`src/rtl/inst_encoder.sv`:
```
// ---------------------------------------------------------------------------
// inst_encoder
//
// Turns decoded RV32IM instruction fields into 32-bit instruction words. It is
// the exact inverse of the core's decoder: the same immediate ranges and
// sub-opcode legality rules apply, and a request that breaks any of them is
// accepted but produces no word. The LI pseudo-op expands into one or two
// words (ADDI, or LUI followed by an optional ADDI).
//
// Ports
//   clk, reset          single clock; synchronous active-high reset
//   in_valid/in_ready   request handshake
//   in_cls              instruction class (0 R, 1 I-ALU, 2 LOAD, 3 STORE,
//                       4 BRANCH, 5 JAL, 6 JALR, 7 LUI, 8 AUIPC, 9 CSR,
//                       10 PRIV, 11 LI; 12-15 illegal)
//   in_rd/in_rs1/in_rs2 register fields (in_rs1 is the uimm for CSR imm forms)
//   in_imm              full immediate / CSR address / ECALL-EBREAK code
//   in_alu_opc          {func1, func3} for R-type and I-ALU
//   in_func3            sub-opcode for LOAD, STORE, BRANCH, CSR
//   in_m32              R-type is an M-extension op
//   out_valid/out_ready output handshake, out_inst carries the word
//   err_pulse           one-cycle flag for a rejected request
//   err_sticky          any rejection since reset
//   inst_count          words consumed, wrapping 16-bit counter
// ---------------------------------------------------------------------------
module inst_encoder (
    input  logic        clk,
    input  logic        reset,
    input  logic        in_valid,
    output logic        in_ready,
    input  logic [3:0]  in_cls,
    input  logic [4:0]  in_rd,
    input  logic [4:0]  in_rs1,
    input  logic [4:0]  in_rs2,
    input  logic [31:0] in_imm,
    input  logic [3:0]  in_alu_opc,
    input  logic [2:0]  in_func3,
    input  logic        in_m32,
    output logic        out_valid,
    input  logic        out_ready,
    output logic [31:0] out_inst,
    output logic        err_pulse,
    output logic        err_sticky,
    output logic [15:0] inst_count
);

    localparam logic [0:0] ST_IDLE   = 1'b0;
    localparam logic [0:0] ST_EXPAND = 1'b1;

    localparam logic [3:0] CLS_R     = 4'd0;
    localparam logic [3:0] CLS_IALU  = 4'd1;
    localparam logic [3:0] CLS_LOAD  = 4'd2;
    localparam logic [3:0] CLS_STORE = 4'd3;
    localparam logic [3:0] CLS_BR    = 4'd4;
    localparam logic [3:0] CLS_JAL   = 4'd5;
    localparam logic [3:0] CLS_JALR  = 4'd6;
    localparam logic [3:0] CLS_LUI   = 4'd7;
    localparam logic [3:0] CLS_AUIPC = 4'd8;
    localparam logic [3:0] CLS_CSR   = 4'd9;
    localparam logic [3:0] CLS_PRIV  = 4'd10;
    localparam logic [3:0] CLS_LI    = 4'd11;

    localparam logic [6:0] OP_R      = 7'b0110011;
    localparam logic [6:0] OP_IMM    = 7'b0010011;
    localparam logic [6:0] OP_LOAD   = 7'b0000011;
    localparam logic [6:0] OP_STORE  = 7'b0100011;
    localparam logic [6:0] OP_BR     = 7'b1100011;
    localparam logic [6:0] OP_JAL    = 7'b1101111;
    localparam logic [6:0] OP_JALR   = 7'b1100111;
    localparam logic [6:0] OP_LUI    = 7'b0110111;
    localparam logic [6:0] OP_AUIPC  = 7'b0010111;
    localparam logic [6:0] OP_SYSTEM = 7'b1110011;

    logic [0:0]  state;
    logic [31:0] pend_inst;

    logic        enc_legal;
    logic        enc_two;
    logic [31:0] enc_word0;
    logic [31:0] enc_word1;

    logic [2:0]  alu_f3;
    logic        alu_alt;
    logic        fits12;
    logic        fits13;
    logic        fits21;
    logic [19:0] li_hi;
    logic        in_fire;
    logic        out_fire;

    assign alu_f3  = in_alu_opc[2:0];
    assign alu_alt = in_alu_opc[3];

    // Sign-representable checks: every bit above the sign bit must copy it.
    assign fits12 = (in_imm[31:11] == {21{in_imm[11]}});
    assign fits13 = (in_imm[31:12] == {20{in_imm[12]}});
    assign fits21 = (in_imm[31:20] == {12{in_imm[20]}});

    // Upper part of LI: (imm + 0x800) >> 12. The carry out of the low 12 bits
    // is exactly imm[11], so the low half never has to be added.
    assign li_hi = in_imm[31:12] + {19'd0, in_imm[11]};

    assign in_ready = (state == ST_IDLE) && (!out_valid || out_ready);
    assign in_fire  = in_valid && in_ready;
    assign out_fire = out_valid && out_ready;

    // NOTE: every output of this block gets a default on entry so that no
    // class/branch combination can leave a value unassigned and infer a latch.
    always_comb begin
        enc_legal = 1'b0;
        enc_two   = 1'b0;
        enc_word0 = 32'd0;
        enc_word1 = 32'd0;
        case (in_cls)
            CLS_R: begin
                // The alternate func7 bit only exists for ADD/SUB and SRL/SRA.
                enc_legal = !(alu_alt && (in_m32 || (alu_f3 != 3'b000 && alu_f3 != 3'b101)));
                enc_word0 = {(in_m32 ? 7'b0000001 : {1'b0, alu_alt, 5'b00000}),
                             in_rs2, in_rs1, alu_f3, in_rd, OP_R};
            end
            CLS_IALU: begin
                if (alu_f3 == 3'b001 || alu_f3 == 3'b101) begin
                    enc_legal = (in_imm[31:5] == 27'd0);
                    enc_word0 = {1'b0, alu_alt, 5'b00000, in_imm[4:0],
                                 in_rs1, alu_f3, in_rd, OP_IMM};
                end else begin
                    enc_legal = !alu_alt && fits12;
                    enc_word0 = {in_imm[11:0], in_rs1, alu_f3, in_rd, OP_IMM};
                end
            end
            CLS_LOAD: begin
                enc_legal = fits12 && (in_func3 != 3'd3) && (in_func3[2:1] != 2'b11);
                enc_word0 = {in_imm[11:0], in_rs1, in_func3, in_rd, OP_LOAD};
            end
            CLS_STORE: begin
                enc_legal = fits12 && (in_func3 < 3'd3);
                enc_word0 = {in_imm[11:5], in_rs2, in_rs1, in_func3, in_imm[4:0], OP_STORE};
            end
            CLS_BR: begin
                enc_legal = fits13 && !in_imm[0] && (in_func3[2:1] != 2'b01);
                enc_word0 = {in_imm[12], in_imm[10:5], in_rs2, in_rs1, in_func3,
                             in_imm[4:1], in_imm[11], OP_BR};
            end
            CLS_JAL: begin
                enc_legal = fits21 && !in_imm[0];
                enc_word0 = {in_imm[20], in_imm[10:1], in_imm[11], in_imm[19:12],
                             in_rd, OP_JAL};
            end
            CLS_JALR: begin
                enc_legal = fits12;
                enc_word0 = {in_imm[11:0], in_rs1, 3'b000, in_rd, OP_JALR};
            end
            CLS_LUI: begin
                enc_legal = (in_imm[11:0] == 12'd0);
                enc_word0 = {in_imm[31:12], in_rd, OP_LUI};
            end
            CLS_AUIPC: begin
                enc_legal = (in_imm[11:0] == 12'd0);
                enc_word0 = {in_imm[31:12], in_rd, OP_AUIPC};
            end
            CLS_CSR: begin
                enc_legal = (in_imm[31:12] == 20'd0) && (in_func3[1:0] != 2'b00);
                enc_word0 = {in_imm[11:0], in_rs1, in_func3, in_rd, OP_SYSTEM};
            end
            CLS_PRIV: begin
                // ECALL is imm 0, EBREAK is imm 1; both sit in the funct12 field.
                enc_legal = (in_imm[31:1] == 31'd0);
                enc_word0 = {11'd0, in_imm[0], 5'd0, 3'b000, 5'd0, OP_SYSTEM};
            end
            CLS_LI: begin
                enc_legal = 1'b1;
                if (fits12) begin
                    enc_word0 = {in_imm[11:0], 5'd0, 3'b000, in_rd, OP_IMM};
                end else begin
                    enc_word0 = {li_hi, in_rd, OP_LUI};
                    enc_two   = (in_imm[11:0] != 12'd0);
                    enc_word1 = {in_imm[11:0], in_rd, 3'b000, in_rd, OP_IMM};
                end
            end
            default: begin
                enc_legal = 1'b0;
            end
        endcase
    end

    // NOTE: sequential state uses non-blocking assignments so every register
    // samples the pre-edge values; later assignments in the block override
    // earlier ones (e.g. a new word overrides the consume-clear of out_valid).
    always_ff @(posedge clk) begin
        if (reset) begin
            state      <= ST_IDLE;
            out_valid  <= 1'b0;
            out_inst   <= 32'd0;
            err_pulse  <= 1'b0;
            err_sticky <= 1'b0;
            inst_count <= 16'd0;
        end else begin
            err_pulse <= 1'b0;
            if (out_fire) begin
                out_valid  <= 1'b0;
                inst_count <= inst_count + 16'd1;
            end
            if (state == ST_IDLE) begin
                if (in_fire) begin
                    if (enc_legal) begin
                        out_valid <= 1'b1;
                        out_inst  <= enc_word0;
                        if (enc_two) begin
                            state <= ST_EXPAND;
                        end
                    end else begin
                        err_pulse  <= 1'b1;
                        err_sticky <= 1'b1;
                    end
                end
            end else begin
                // The LUI half is always on the output here; release the ADDI
                // as soon as it is taken.
                if (out_fire) begin
                    out_valid <= 1'b1;
                    out_inst  <= pend_inst;
                    state     <= ST_IDLE;
                end
            end
        end
    end

    // NOTE: pend_inst has no reset: it is written on every accept that enters
    // ST_EXPAND and only read in that state, so its reset value is never seen.
    always_ff @(posedge clk) begin
        if (state == ST_IDLE && in_fire && enc_legal && enc_two) begin
            pend_inst <= enc_word1;
        end
    end

endmodule

```
`config.mk`:
```
export PLATFORM = sky130hd
export DESIGN_NAME = inst_encoder
export DESIGN_NICKNAME = d
export VERILOG_FILES = /design/src/rtl/inst_encoder.sv
export SDC_FILE = /design/constraint.sdc
export NUM_CORES = 1
export LEC_CHECK = 0
export CAP_MARGIN = 40
export CORE_ASPECT_RATIO = 0.6
export CORE_MARGIN = 1.5
export CORE_UTILIZATION = 46
export CTS_CLUSTER_DIAMETER = 150
export DETAILED_ROUTE_END_ITERATION = 7
export GPL_ROUTABILITY_DRIVEN = 0
export PLACE_DENSITY = 0.84
export SYNTH_ARGS = -nofsm -noshare
export SYNTH_HDL_FRONTEND = slang
export SYNTH_SLANG_ARGS = --single-unit
```
`constraint.sdc`:
```
create_clock -name clk -period 4 [get_ports clk]
set_input_delay 0.8 -clock clk [delete_from_list [all_inputs] [get_ports clk]]
set_output_delay 0.8 -clock clk [all_outputs]
set_load 0.01 [all_outputs]
```
Yosys cells after proc, flatten, opt, wreduce, memory -nomap -nowiden
Cells that the tools add are included.
- input bits: 63
- memories kept: 0
- memory bits (read-only): 0
- output and inout bits: 52
- bits in writable memories: 0
- bits in latches: 0
- register bits: 84
- divide/modulo/power cells: 0
- reductions and logical operators: 38
- bitwise operators: 4
- $mul: 0
- equality and inequality tests: 21
- shifts and indexed selects: 0
- $add $sub $neg: 2
- $lt $le $gt $ge: 1
- multiplexer cells: 24
- operators by type and width (kind ; count):
    one-hot mux 32 bit (12 select lines) ; 1
    two-way mux 32 bit ; 6
    logical NOT 31 bit ; 1
    logical NOT 27 bit ; 1
    adder 20 x 1 -> 20 bit ; 1
    == test 20 bit ; 1
    logical NOT 20 bit ; 1
    == test 19 bit ; 1
    adder 16 x 1 -> 16 bit, second input constant ; 1
    == test 4 x 3 -> 1 bit, second input constant ; 4
    == test 4 bit, second input constant ; 4
    logical AND 1 bit ; 16
    two-way mux 1 bit ; 14
    logical NOT 12 bit ; 1
    nonzero test 12 bit ; 1
    == test 11 bit ; 1
    one-hot mux 1 bit (11 select lines) ; 1
    == test 4 x 2 -> 1 bit, second input constant ; 2
    two-way mux 6 bit ; 1
    AND reduction 3 bit ; 2
    nonzero test 2 bit ; 3
    two-way mux 5 bit ; 1
    == test 4 x 1 -> 1 bit, second input constant ; 1
    logical NOT 1 bit ; 4
    13 further kinds ; 20

Logic depth before layout (Yosys ltp)
Gate-level depths: netlist (run 1).
- depth after elaboration: 9
- gate-level depth with buffers: 11
- mapped depth without buffers: 9

Worst setup path before layout (run 1)
OpenSTA, ideal clock, no wires.
- kind: in2reg
- start point: input in_imm[21]
- end point: register pend_inst[15] (enable)
- buffers on the path: 1
- stages on the path: 5
- setup slack: -0.082 ns
- data arrival time: 3.633 ns
- cells stage by stage: clkbuf_1 nor3_1 and3_1 o221a_2 nor4b_1
- longest elaborated chain between the ends: 6
- elaborated cells between the ends (all ways): 20
- classes of those cells: 3 x eq/ne; 4 x mux; 13 x reduce/logical
- ends and longest elaborated chain (item ; RTL line ; source):
    start: declaration ; 35 ; input logic [31:0] in_imm,
    == test 20 bit or == test 19 bit (tied branches) ; 95, 96 ;
    logical AND 1 bit, on equally long branches ; 127, 132, 140 ;
    two-way mux 1 bit, or another cell as far along ; 122 ; if (alu_f3 == 3'b001 || alu_f3 == 3'b101) begin
    one-hot mux 1 bit (11 select lines) ; 114 ; case (in_cls)
    logical AND 1 bit ; 231 ; if (state == ST_IDLE && in_fire && enc_legal && enc_two) begin
    logical AND 1 bit (*) ; 231 ;
    end signal: assignment ; 232 ; pend_inst <= enc_word1;
    end: declaration ; 75 ; logic [31:0] pend_inst;
Every way passes the cells marked *; elsewhere a longest branch is shown, timed or not.
A chain may end at the register's enable or synchronous reset.

Final worst setup path (run 1)
- start point: input in_imm[1]
- end point: register out_inst[5]
- longest elaborated chain between the ends: 4
- elaborated cells between the ends (all ways): 5
- classes of those cells: 1 x mux; 4 x reduce/logical
- ends and longest elaborated chain (item ; RTL line ; source):
    logical NOT 31 bit or logical NOT 12 bit (tied branches) ; 167, 154, 158 ;
    one-hot mux 1 bit (11 select lines) (*) ; 114 ;
    nonzero test 2 bit (no source line) (*) ; -- ;
    AND reduction 3 bit (no source line) (*) ; -- ;
    end signal: assignment ; 207 ; out_inst <= enc_word0;
    end signal: assignment ; 221 ; out_inst <= pend_inst;
    end: declaration ; 41 ; output logic [31:0] out_inst,
Marked as above.

==> metrics.md, run 1 <==
| Metric | Value |
|---|---|
| Routed vias | `roughly 5600` |
| GRT overflow | `0` |
| Vias in the first global route | `approximately 5000` |
| Iteration-0 DRC Markers | `a little over 900` |
| Antenna-violating nets left | `0` |
| Final hold slack | `about 0.46 ns` |
| Post-DP HPWL | `13850 um` |
| TritonRoute pass-1 iters | `6` |
| Max Buffers Root-to-Sink | `2` |
| Post-Syn Nets | `around 650` |
| Max-Cap Viols | `0` |
| Hold Crit Class | `register to register` |
| Cts hold-fix bufs | `0` |
| CTS tree | `built` |
| Clock transition at the registers of the reported paths | `~0.060 ns` |
| WHS Path Cells | `2` |
| Std-Cell Core Area | `slightly below 10000 um2` |
| Wire per inst | `about 22 um` |
| Post-Syn Instances | `between 500 and 600` |
| PD cells | `a little under 300 nW/um2` |
| Area growth, synth to finish | `35.54%` |
| Total Power | `around 1900 uW` |
| Ranking of synthesized cells by area | `dfxtp_1 22%, edfxtp_1 11%, nand2_1 3.7%` |
| Vias per cell | `6.746` |
| Die Area | `roughly 11000 um2` |
| Dpl cell area | `between 6000 and 7000 um2` |
| Yosys warning total | `0` |
| Outcome | `finished clean` |
| Worst Path Required | `approximately 4.3 ns` |
| First-pass GRT wire length | `between 20000 and 30000 um` |
| Worst Setup Start Kind | `input pin` |
| LEAKAGE | `0.002307 uW` |
| # rows | `28` |
| Share of cells above drive strength 1 | `0.09156` |
| Initial antenna violation count | `0` |
| Htree depth | `3` |
| I/O pins | `between 100 and 150` |
| Cts repair resizes | `0` |
| Tcrit/Tclk final | `0.9239` |
| Worst Tran Pin Value | `1.072 ns` |
| Final Max Slew Viols | `0` |
| Post-CTS setup buffers | `0` |
| Clock Skew | `roughly 0.0075 ns` |
| Setup TNS after final layout | `0 ns` |
| Main synth FF type | `dfxtp_1` |
| I/O Buffers | `between 100 and 150` |
| Die height | `between 80 and 90 um` |
| Final setup fails | `0` |
| Area leader, netlist | `dfxtp_1` |
| Number of CTS-inserted buffers | `9` |
| Nets | `between 700 and 800` |
| Fin crit period | `between 3 and 4 ns` |
| VDD IR max | `~0.20 mV` |
| Clock Latency Late Sink | `approximately 0.33 ns` |
| CTS Root Cell | `clkbuf_16` |
| Total Wirelength | `roughly 18000 um` |
| Asr flop ratio synth | `0` |
| DRC | `0` |
| Total GRT Usage | `0.3325` |
| Rel. slew slack | `0.2787` |
| Synth Register Bits | `69` |
| R2R cell count | `7` |
| Worst Path Max Fanout | `8` |
| Commonest non-fill, non-tap cell in the layout | `clkdlybuf4s50_1` |
| Critical path type | `input pin to register` |
| Seq/Total Area, Yosys | `0.3290` |
| Fmax | `about 270 MHz` |
| Syn Area/Cell | `between 8 and 9 um2` |
| Data arrival, critical path | `slightly below 4 ns` |
| Mapped Area | `4746 um2` |
| Antenna cells | `0` |
| Clk sink count | `between 60 and 70` |
| Starting Density | `0.4770` |
| Area share of the largest cell type after synthesis | `0.2151` |
| RSZ-0062 raised after global routing | `false` |
| Largest net degree at the start of global routing | `45` |
| Final instance area | `between 6000 and 7000 um2` |
| Post-synth EDFFs | `18` |
| Most frequent cells in the layout | `114 x clkdlybuf4s50_1, 51 x dfxtp_1, 47 x nand2_1` |
| Fillers | `~810` |
| Fin. Hold Viols | `0` |
| Die Width | `roughly 130 um` |
| Netlist cell types | `71` |
| Setup crit end kind | `register` |
-- metal layers --
layer | vias up | share of wire | GRT usage
met5 | - | 0 | 0
met4 | 0 | 0.022 | 0.09140
met3 | 57 | 0.18 | 0.1685
met2 | 527 | 0.40 | 0.4851
met1 | 2577 | 0.39 | 0.4331
li1 | 2465 | - | -
-- report_power, final --
part / total [uW] / internal (uW) / switching (uW)
clock: 769 / 478 / 291
sequential: 736 / 728 / 7.97
combinational: 379 / 163 / 216
total: 1880 / 1370 / 515
-- flip-flops by register name, summed over array words and instances, names as in the netlist --
| register | flops |
|---|---|
| out_valid | 1 |
| err_sticky | 1 |
| out_inst | 31 |
| err_pulse | 1 |
| state | 1 |
| inst_count | 16 |
| pend_inst | 18 |
-- cell families after synthesis --
logic type	share of synthesized area
AOI/OAI and AO/OA	0.2774
xor gates and xnor gates	0.05168
adders and majority gates	0.01845
buffers and inverters	0.05985
DFF	0.3290
muxes	0.008437
and+or+nand+nor	0.2552
-- cells in the mapped netlist (all sizes together), types with 2 or more instances --
| master | n |
|---|---|
| or2 | 2 |
| xor2 | 15 |
| or4 | 3 |
| nor2 | 41 |
| edfxtp | 18 |
| nand2 | 48 |
| a32oi | 2 |
| clkbuf | 27 |
| a21o | 7 |
| a31o | 8 |
| o21a | 3 |
| and2 | 5 |
| o211ai | 8 |
| a222oi | 8 |
| a211oi | 12 |
| clkinv | 2 |
| and3 | 22 |
| a22oi | 12 |
| or3 | 4 |
| a32o | 3 |
| o31ai | 6 |
| o32ai | 4 |
| o21ai | 27 |
| o311ai | 2 |
| xnor2 | 13 |
| nor2b | 8 |
| a221oi | 15 |
| buf | 17 |
| nand4 | 21 |
| a21oi | 29 |
| ha | 7 |
| nor4b | 4 |
| mux2i | 4 |
| a22o | 4 |
| o41ai | 2 |
| dfxtp | 51 |
| nand3 | 16 |
| nor3 | 28 |
| and4 | 4 |
| o22ai | 4 |
| nand2b | 3 |
| nor4 | 16 |
| inv | 21 |
| a311oi | 8 |
-- worst paths after layout --
path                              startpoint            to  slack [ns]
worst max-delay path               in_imm[1]   out_inst[5]        0.30
worst min register to register  out_inst[17]  out_inst[17]        0.46
worst min-delay path            out_inst[17]  out_inst[17]        0.46
worst max register to register         state  out_inst[17]        1.88
-- worst max-delay path, cell delays in order --
cell and delay (ns):
clkdlybuf4s50_1 0.63, nor4_1 0.90, nand4_1 0.29, nor2b_1 0.25
nor4b_2 0.11, a31o_2 0.34, buf_4 0.19, a221oi_1 0.30
a31o_1 0.15
-- through the flow --
| stage | setup WS [ns] | utilization | cells |
|---|---|---|---|
| after floorplan | 0.8471 | - | 578 |
| after CTS | 0.4521 | 0.6465 | 834 |
| after global placement | 0.2883 | 0.6180 | 818 |
| after global routing | 0.2851 | 0.6465 | 834 |
| after detailed placement | 0.1276 | 0.6180 | 818 |
| final | 0.3043 | 0.6465 | 834 |
-- layout make-up --
class | count | area, um2 | share of cell area
Multi-Input combinational cell | 442 | 2915 | 0.4532
Sequential cell | 69 | 1562 | 0.2428
Timing Repair Buffer | 149 | 1416 | 0.2202
Clock buffer | 11 | 232.7 | 0.03618
Tap cell | 135 | 168.9 | 0.02626
Inverter | 23 | 86.33 | 0.01342
Clock inverter | 5 | 51.30 | 0.007975
Power figures use the tool's default switching activity.
==> run 2: changes to the inputs <==
CORE_UTILIZATION = 47   (was 46)
PLACE_DENSITY = 0.82   (was 0.84)
SLEW_MARGIN = 20   (was unset)
clock period = 4.4 ns   (was 4 ns; I/O delays follow)
==> run 2 against run 1 <==
  * The run now ends with design-rule violations left
  * Routed wire length is 1.4% lower
  * Global-route usage fell by 0.28 points
  * Clock skew down 0.0037 ns
  * Sequential cell count is the same
  * Core utilization down 0.36 points
  * Power fell by 9.4%
  * Design area shrank 1.6%
  * Combinational power is 11% lower
  * Largest power group unchanged
  * Highest routed layer unchanged
==> metrics.md, run 2 (same netlist as run 1, synthesis figures left out) <==
| Metric | Value |
|---|---|
| Die Width | `132.7 um (-1.0%)` |
| Tcrit/Tclk final | `0.8634` |
| Total Wirelength | `18130 um (-1.4%)` |
| Fin. Hold Viols | `0 (unchanged)` |
| Logic pwr share | `0.197 (-0.004)` |
| Dpl cell area | `6037 um2 (-1.8%)` |
| Rel. slew slack | `0.4215 (+0.1428)` |
| Die Area | `10730 um2 (-2.1%)` |
| Most frequent cells in the layout | `114 x clkdlybuf4s50_1, 51 x dfxtp_1, 47 x nand2_1` |
| Worst Path Max Fanout | `11 (+3)` |
| Number of CTS-inserted buffers | `9 (unchanged)` |
| I/O Buffers | `114 (unchanged)` |
| LEAKAGE | `0.002233 uW (-3.2%)` |
| DRC | `26 (+26)` |
| Seq pwr share | `0.391 (about the same)` |
| Commonest non-fill, non-tap cell in the layout | `clkdlybuf4s50_1` |
| Multi-input gate area | `2907 um2 (-0.30%)` |
| Clock Skew | `0.003809 ns (-0.003661 ns)` |
| Dpl cells | `806 (-1.5%)` |
| Post-CTS setup buffers | `0 (unchanged)` |
| # rows | `28 (unchanged)` |
| CP Launch Point | `in_imm[28]` |
| GRT overflow | `0 (unchanged)` |
| Cts hold-fix bufs | `0 (unchanged)` |
| Vias in the first global route | `5190 (+3.4%)` |
| Setup ws final | `0.6009 ns (+0.2966 ns)` |
| Clock transition at the registers of the reported paths | `0.06 ns (about the same)` |
| Share of cells above drive strength 1 | `0.07715 (-0.01441)` |
| Starting Density | `0.4821 (+0.005092)` |
| Worst Setup Start Kind | `input pin` |
| Failing checks | `design-rule violations` |
| Worst Tran Pin Value | `0.8645 ns (-0.2075 ns)` |
| CTS tree | `built` |
| Fin cells | `822 (-1.4%)` |
| Critical path type | `input pin to register` |
| Total GRT Usage | `0.3297 (-0.002774)` |
| Max-Cap Viols | `0 (unchanged)` |
| Slowest library cell on the worst path | `nor4_1` |
| Initial antenna violation count | `0 (unchanged)` |
| Min-delay src | `out_inst[17]` |
| Switching part of the total power | `0.2754 (+0.001932)` |
| Iteration-0 DRC Markers | `1004 (+10%)` |
| Data arrival, critical path | `4.01 ns (+0.04 ns)` |
| Antenna-violating nets left | `0 (unchanged)` |
| Worst Path Required | `4.61 ns (+0.34 ns)` |
| Setup TNS after final layout | `0 ns (unchanged)` |
| Routed vias | `5618 (-0.14%)` |
| FF/Latch Area | `1562 um2 (unchanged)` |
| Hold Crit Class | `register to register` |
| TritonRoute pass-1 iters | `8 (+2)` |
| Max Buffers Root-to-Sink | `2 (unchanged)` |
| Wire per inst | `22.05 um (about the same)` |
| RSZ-0062 raised after global routing | `false` |
| I/O pins | `115 (unchanged)` |
| Final instance area | `6329 um2 (-1.6%)` |
| Clock Latency Late Sink | `0.33 ns (about the same)` |
| Vias per cell | `6.835 (+1.3%)` |
| Htree depth | `3 (unchanged)` |
| Nets | `752 (-1.6%)` |
| Power Internal | `1237 uW (-9.6%)` |
| VDD IR max | `0.2102 mV (+3.5%)` |
| Reg2reg start | `state` |
| CTS Root Cell | `clkbuf_16` |
| Die height | `80.84 um (-1.0%)` |
| Max stage delay on crit path | `0.79 ns (-0.11 ns)` |
| Outcome | `complete, but fails checks` |
| Max reg flops | `31 (unchanged)` |
| Largest registers | `out_inst (31), pend_inst (18), inst_count (16)` |
| Clk pwr share | `0.412 (+0.004)` |
| Cts repair resizes | `0 (unchanged)` |
| Clk sink count | `69 (unchanged)` |
| Crit path cell chain | `clkdlybuf4s50_1 > nor4_1 > nand4_1 > nor4_1 > nor4b_2 > a31oi_4 > nor2_1 > o41ai_1` |
| Largest net degree at the start of global routing | `45 (unchanged)` |
| Antenna cells | `0 (unchanged)` |
| Reg2Reg Setup Slack | `2.13 ns (+0.25 ns)` |
| Fillers | `809 (-0.25%)` |
| Setup Slack @ Placement | `0.3665 ns (+0.2389 ns)` |
| Post-DP HPWL | `13540 um (-2.3%)` |
| Area growth, synth to finish | `33.35%` |
| Top reg by flops | `out_inst` |
| First-pass GRT wire length | `27130 um (-1.4%)` |
| Std-Cell Core Area | `9844 um2 (-1.1%)` |
| Final setup fails | `0 (unchanged)` |
| Setup crit end kind | `register` |
| PD cells | `269.8 nW/um2 (-7.9%)` |
| Fmax | `approximately 260 MHz` |
| NetSw | `470.3 uW (-8.7%)` |
| Fin crit period | `3.799 ns` |
| Most common cell type on the critical path | `nor4_1` |
| Final Max Slew Viols | `0 (unchanged)` |
-- run 2: through the flow --
step / total power [uW] / utilization / hold WS (ns)
after floorplan: 838.6 / - / 0.4726
after global placement: 991.0 / 0.6132 / 0.4380
after detailed placement: 1000 / 0.6132 / 0.4487
after CTS: 1697 / 0.6429 / 0.4622
after global routing: 1762 / 0.6429 / 0.4928
final: 1708 / 0.6429 / 0.4587
-- run 2: metal layers --
layer,wire [um],global-route usage,vias up
li1,-,-,2442
met1,7079,0.4282,2599
met2,7338,0.4859,465
met3,3090,0.1461,112
met4,617,0.1154,0
met5,0,0.02778,-
-- run 2: final cells by class --
class                           count  share of cell area
Sequential cell                    69              0.2467
Clock inverter                      7             0.01048
Timing Repair Buffer              137              0.2076
Tap cell                          135             0.02669
Inverter                           23             0.01364
Clock buffer                        9             0.03559
Multi-Input combinational cell    442              0.4593
-- run 2: path summary, 6_finish.rpt --
kind / endpoint / cells past startpoint
setup reg to reg: out_inst[29] / 8
setup / recovery: out_inst[12] / 8
hold / removal: out_inst[17] / 2
hold reg to reg: out_inst[17] / 2
-- run 2: critical path, delay by kind of cell --
family,cells,cell delay (ns)
AND/OR/NAND/NOR,5,1.92
AO/OA/AOI/OAI,2,0.66
buffers and inverters,1,0.54
-- run 2: power groups by stage --
| stage | Combinational [uW] | Sequential (uW) | Clock (uW) |
|---|---|---|---|
| 2_1_floorplan | 154 | 684 | 0 |
| 3_3_place_gp | 310 | 681 | 0 |
| 3_5_place_dp | 319 | 682 | 0 |
| 4_1_cts | 320 | 668 | 709 |
| 5_1_grt | 349 | 669 | 745 |
| 6_report | 336 | 668 | 704 |
==> run 3: changes to the inputs <==
SLEW_MARGIN = 40   (was 20)
==> run 3 against run 2 <==
  * The run still ends with design-rule violations left
  * Count of clock-buffer cells in the layout is the same
  * Sequential cell count is the same
  * Die area stayed put
  * Largest power group unchanged
  * Global-route usage stayed put
  * First-iteration DRC count increased by 5.0%
  * Combinational power about the same
  * Routed wire length down 0.13%
  * Via count down 0.82%
  * Core utilization barely moved
  * Design area barely moved
==> metrics.md, run 3 (same netlist as run 1, synthesis figures left out) <==
| Metric | Value |
|---|---|
| Largest net degree at the start of global routing | `45 (unchanged)` |
| Post-CTS setup buffers | `0 (unchanged)` |
| Nets | `752 (unchanged)` |
| Total Power | `1707 uW (about the same)` |
| Total Wirelength | `18100 um (-0.13%)` |
| Max Buffers Root-to-Sink | `2 (unchanged)` |
| Cts repair resizes | `0 (unchanged)` |
| Number of CTS-inserted buffers | `9 (unchanged)` |
| CP Launch Point | `in_imm[11]` |
| CTS tree | `built` |
| Die Area | `10730 um2 (unchanged)` |
| Hold Crit Class | `register to register` |
| Setup crit end kind | `register` |
| Fin crit period | `3.799 ns (+0.0001540 ns)` |
| Min-delay src | `out_inst[17]` |
| Starting Density | `0.4821 (unchanged)` |
| DRC | `6 (-77%)` |
| Most frequent cells in the layout | `114 x clkdlybuf4s50_1, 51 x dfxtp_1, 47 x nand2_1` |
| Vias per cell | `6.779 (-0.82%)` |
| Worst Setup Start Kind | `input pin` |
| RSZ-0062 raised after global routing | `false` |
| Max-Cap Viols | `0 (unchanged)` |
| Clk sink count | `69 (unchanged)` |
| Failing checks | `design-rule violations` |
| Total GRT Usage | `0.3297 (unchanged)` |
| Fin. Hold Viols | `0 (unchanged)` |
| Final setup fails | `0 (unchanged)` |
| Reg2reg start | `state` |
| TritonRoute pass-1 iters | `8 (unchanged)` |
| Tcrit/Tclk final | `0.8635 (about the same)` |
| Clock Latency Late Sink | `0.33 ns (about the same)` |
| R2R Path End | `out_inst[29]` |
| Die Width | `132.7 um (unchanged)` |
| Clock transition at the registers of the reported paths | `0.06 ns (about the same)` |
| # rows | `28 (unchanged)` |
| Fmax | `263.2 MHz (about the same)` |
| Max reg flops | `31 (unchanged)` |
| Die height | `80.84 um (unchanged)` |
| Worst Tran Pin Value | `0.8454 ns (-0.01917 ns)` |
| First-pass GRT wire length | `27130 um (unchanged)` |
| LEAKAGE | `0.002234 uW (about the same)` |
| Critical path type | `input pin to register` |
| Antenna cells | `0 (unchanged)` |
| Commonest non-fill, non-tap cell in the layout | `clkdlybuf4s50_1` |
| Wire per inst | `22.02 um (-0.13%)` |
| Largest registers | `out_inst (31), pend_inst (18), inst_count (16)` |
| Vias in the first global route | `5190 (unchanged)` |
| VDD IR max | `0.2090 mV (-0.55%)` |
| Iteration-0 DRC Markers | `1054 (+5.0%)` |
| Setup TNS after final layout | `0 ns (unchanged)` |
| I/O pins | `115 (unchanged)` |
| Cts hold-fix bufs | `0 (unchanged)` |
| I/O Buffers | `114 (unchanged)` |
| Routed vias | `5572 (-0.82%)` |
| Fin cells | `822 (unchanged)` |
| Data arrival, critical path | `4.03 ns (+0.02 ns)` |
| Reg2Reg Setup Slack | `2.08 ns (-0.05 ns)` |
| Share of cells above drive strength 1 | `0.07860 (+0.001456)` |
| Worst Path Max Fanout | `17 (+6)` |
| CTS Root Cell | `clkbuf_16` |
| Worst Path Required | `4.63 ns (+0.02 ns)` |
| Top reg by flops | `out_inst` |
| Post-DP HPWL | `13540 um (unchanged)` |
| Area growth, synth to finish | `33.40% (about the same)` |
| Dpl cells | `806 (unchanged)` |
| Initial antenna violation count | `0 (unchanged)` |
| Final Max Slew Viols | `0 (unchanged)` |
| Rel. slew slack | `0.4364 (+0.01491)` |
| GRT overflow | `0 (unchanged)` |
| Clock Skew | `0.003770 ns (-0.00003878 ns)` |
| Std-Cell Core Area | `9844 um2 (unchanged)` |
| R2R cell count | `8 (unchanged)` |
| PD cells | `269.6 nW/um2 (about the same)` |
| Antenna-violating nets left | `0 (unchanged)` |
| Htree depth | `3 (unchanged)` |
| Outcome | `complete, but fails checks` |
| Crit path capture | `out_inst[30]` |
[run 3: cell counts in the layout (fill, tap and decap cells not counted)]
No cell type changed its count.
[run 3: layout make-up]
| class | instances | area [um2] |
|---|---|---|
| Fill cell | 809 | 3513 |
| Multi-Input combinational cell | 442 | 2909 |
| Sequential cell | 69 | 1562 |
| Timing Repair Buffer | 137 | 1314 |
| Clock buffer | 9 | 225.2 |
| Tap cell | 135 | 168.9 |
| Inverter | 23 | 86.33 |
| Clock inverter | 7 | 66.31 |
[run 3: worst max-delay path, stage by stage]
cell and delay [ns]:
clkdlybuf4s50_1 0.72, inv_1 0.16, ha_1 0.22, nor4b_1 0.14, nand3_1 0.16, nor3_1 0.07, o31ai_1 0.52, a31o_2 0.50
nand2_2 0.31, a311oi_1 0.33
[run 3: worst min path at each step]
stage,endpoint,slack [ns],cells after the start
3_5_place_dp,err_sticky,0.45,1
2_1_floorplan,out_inst[17],0.47,2
6_report,out_inst[17],0.46,2
3_3_place_gp,err_sticky,0.44,1
4_1_cts,out_inst[17],0.46,2
5_1_grt,out_inst[17],0.49,2
[run 3: metrics by stage]
step | util | worst slack, ns | cell area [um2] | hold slack (ns)
floorplan | - | 0.2381 | 4746 | 0.4726
global placement | 0.6132 | 0.5601 | 6037 | 0.4380
detailed placement | 0.6132 | 0.3665 | 6037 | 0.4487
CTS | 0.6429 | 0.7023 | 6329 | 0.4622
global route | 0.6431 | 0.4055 | 6331 | 0.4928
finish | 0.6431 | 0.6007 | 6331 | 0.4563
[run 3: routing by layer]
| metal | routed length [um] | global-route usage | up-vias |
|---|---|---|---|
| met4 | 566 | 0.1154 | 2 |
| met3 | 2964 | 0.1461 | 87 |
| met5 | 39 | 0.02778 | - |
| met2 | 7372 | 0.4859 | 436 |
| li1 | - | - | 2437 |
| met1 | 7157 | 0.4282 | 2610 |
[run 3: power by group]
| part | switching, uW | internal, uW |
|---|---|---|
| Clock | 269 | 434 |
| Combinational | 194 | 142 |
| Sequential | 6.82 | 661 |
| Total | 470 | 1240 |
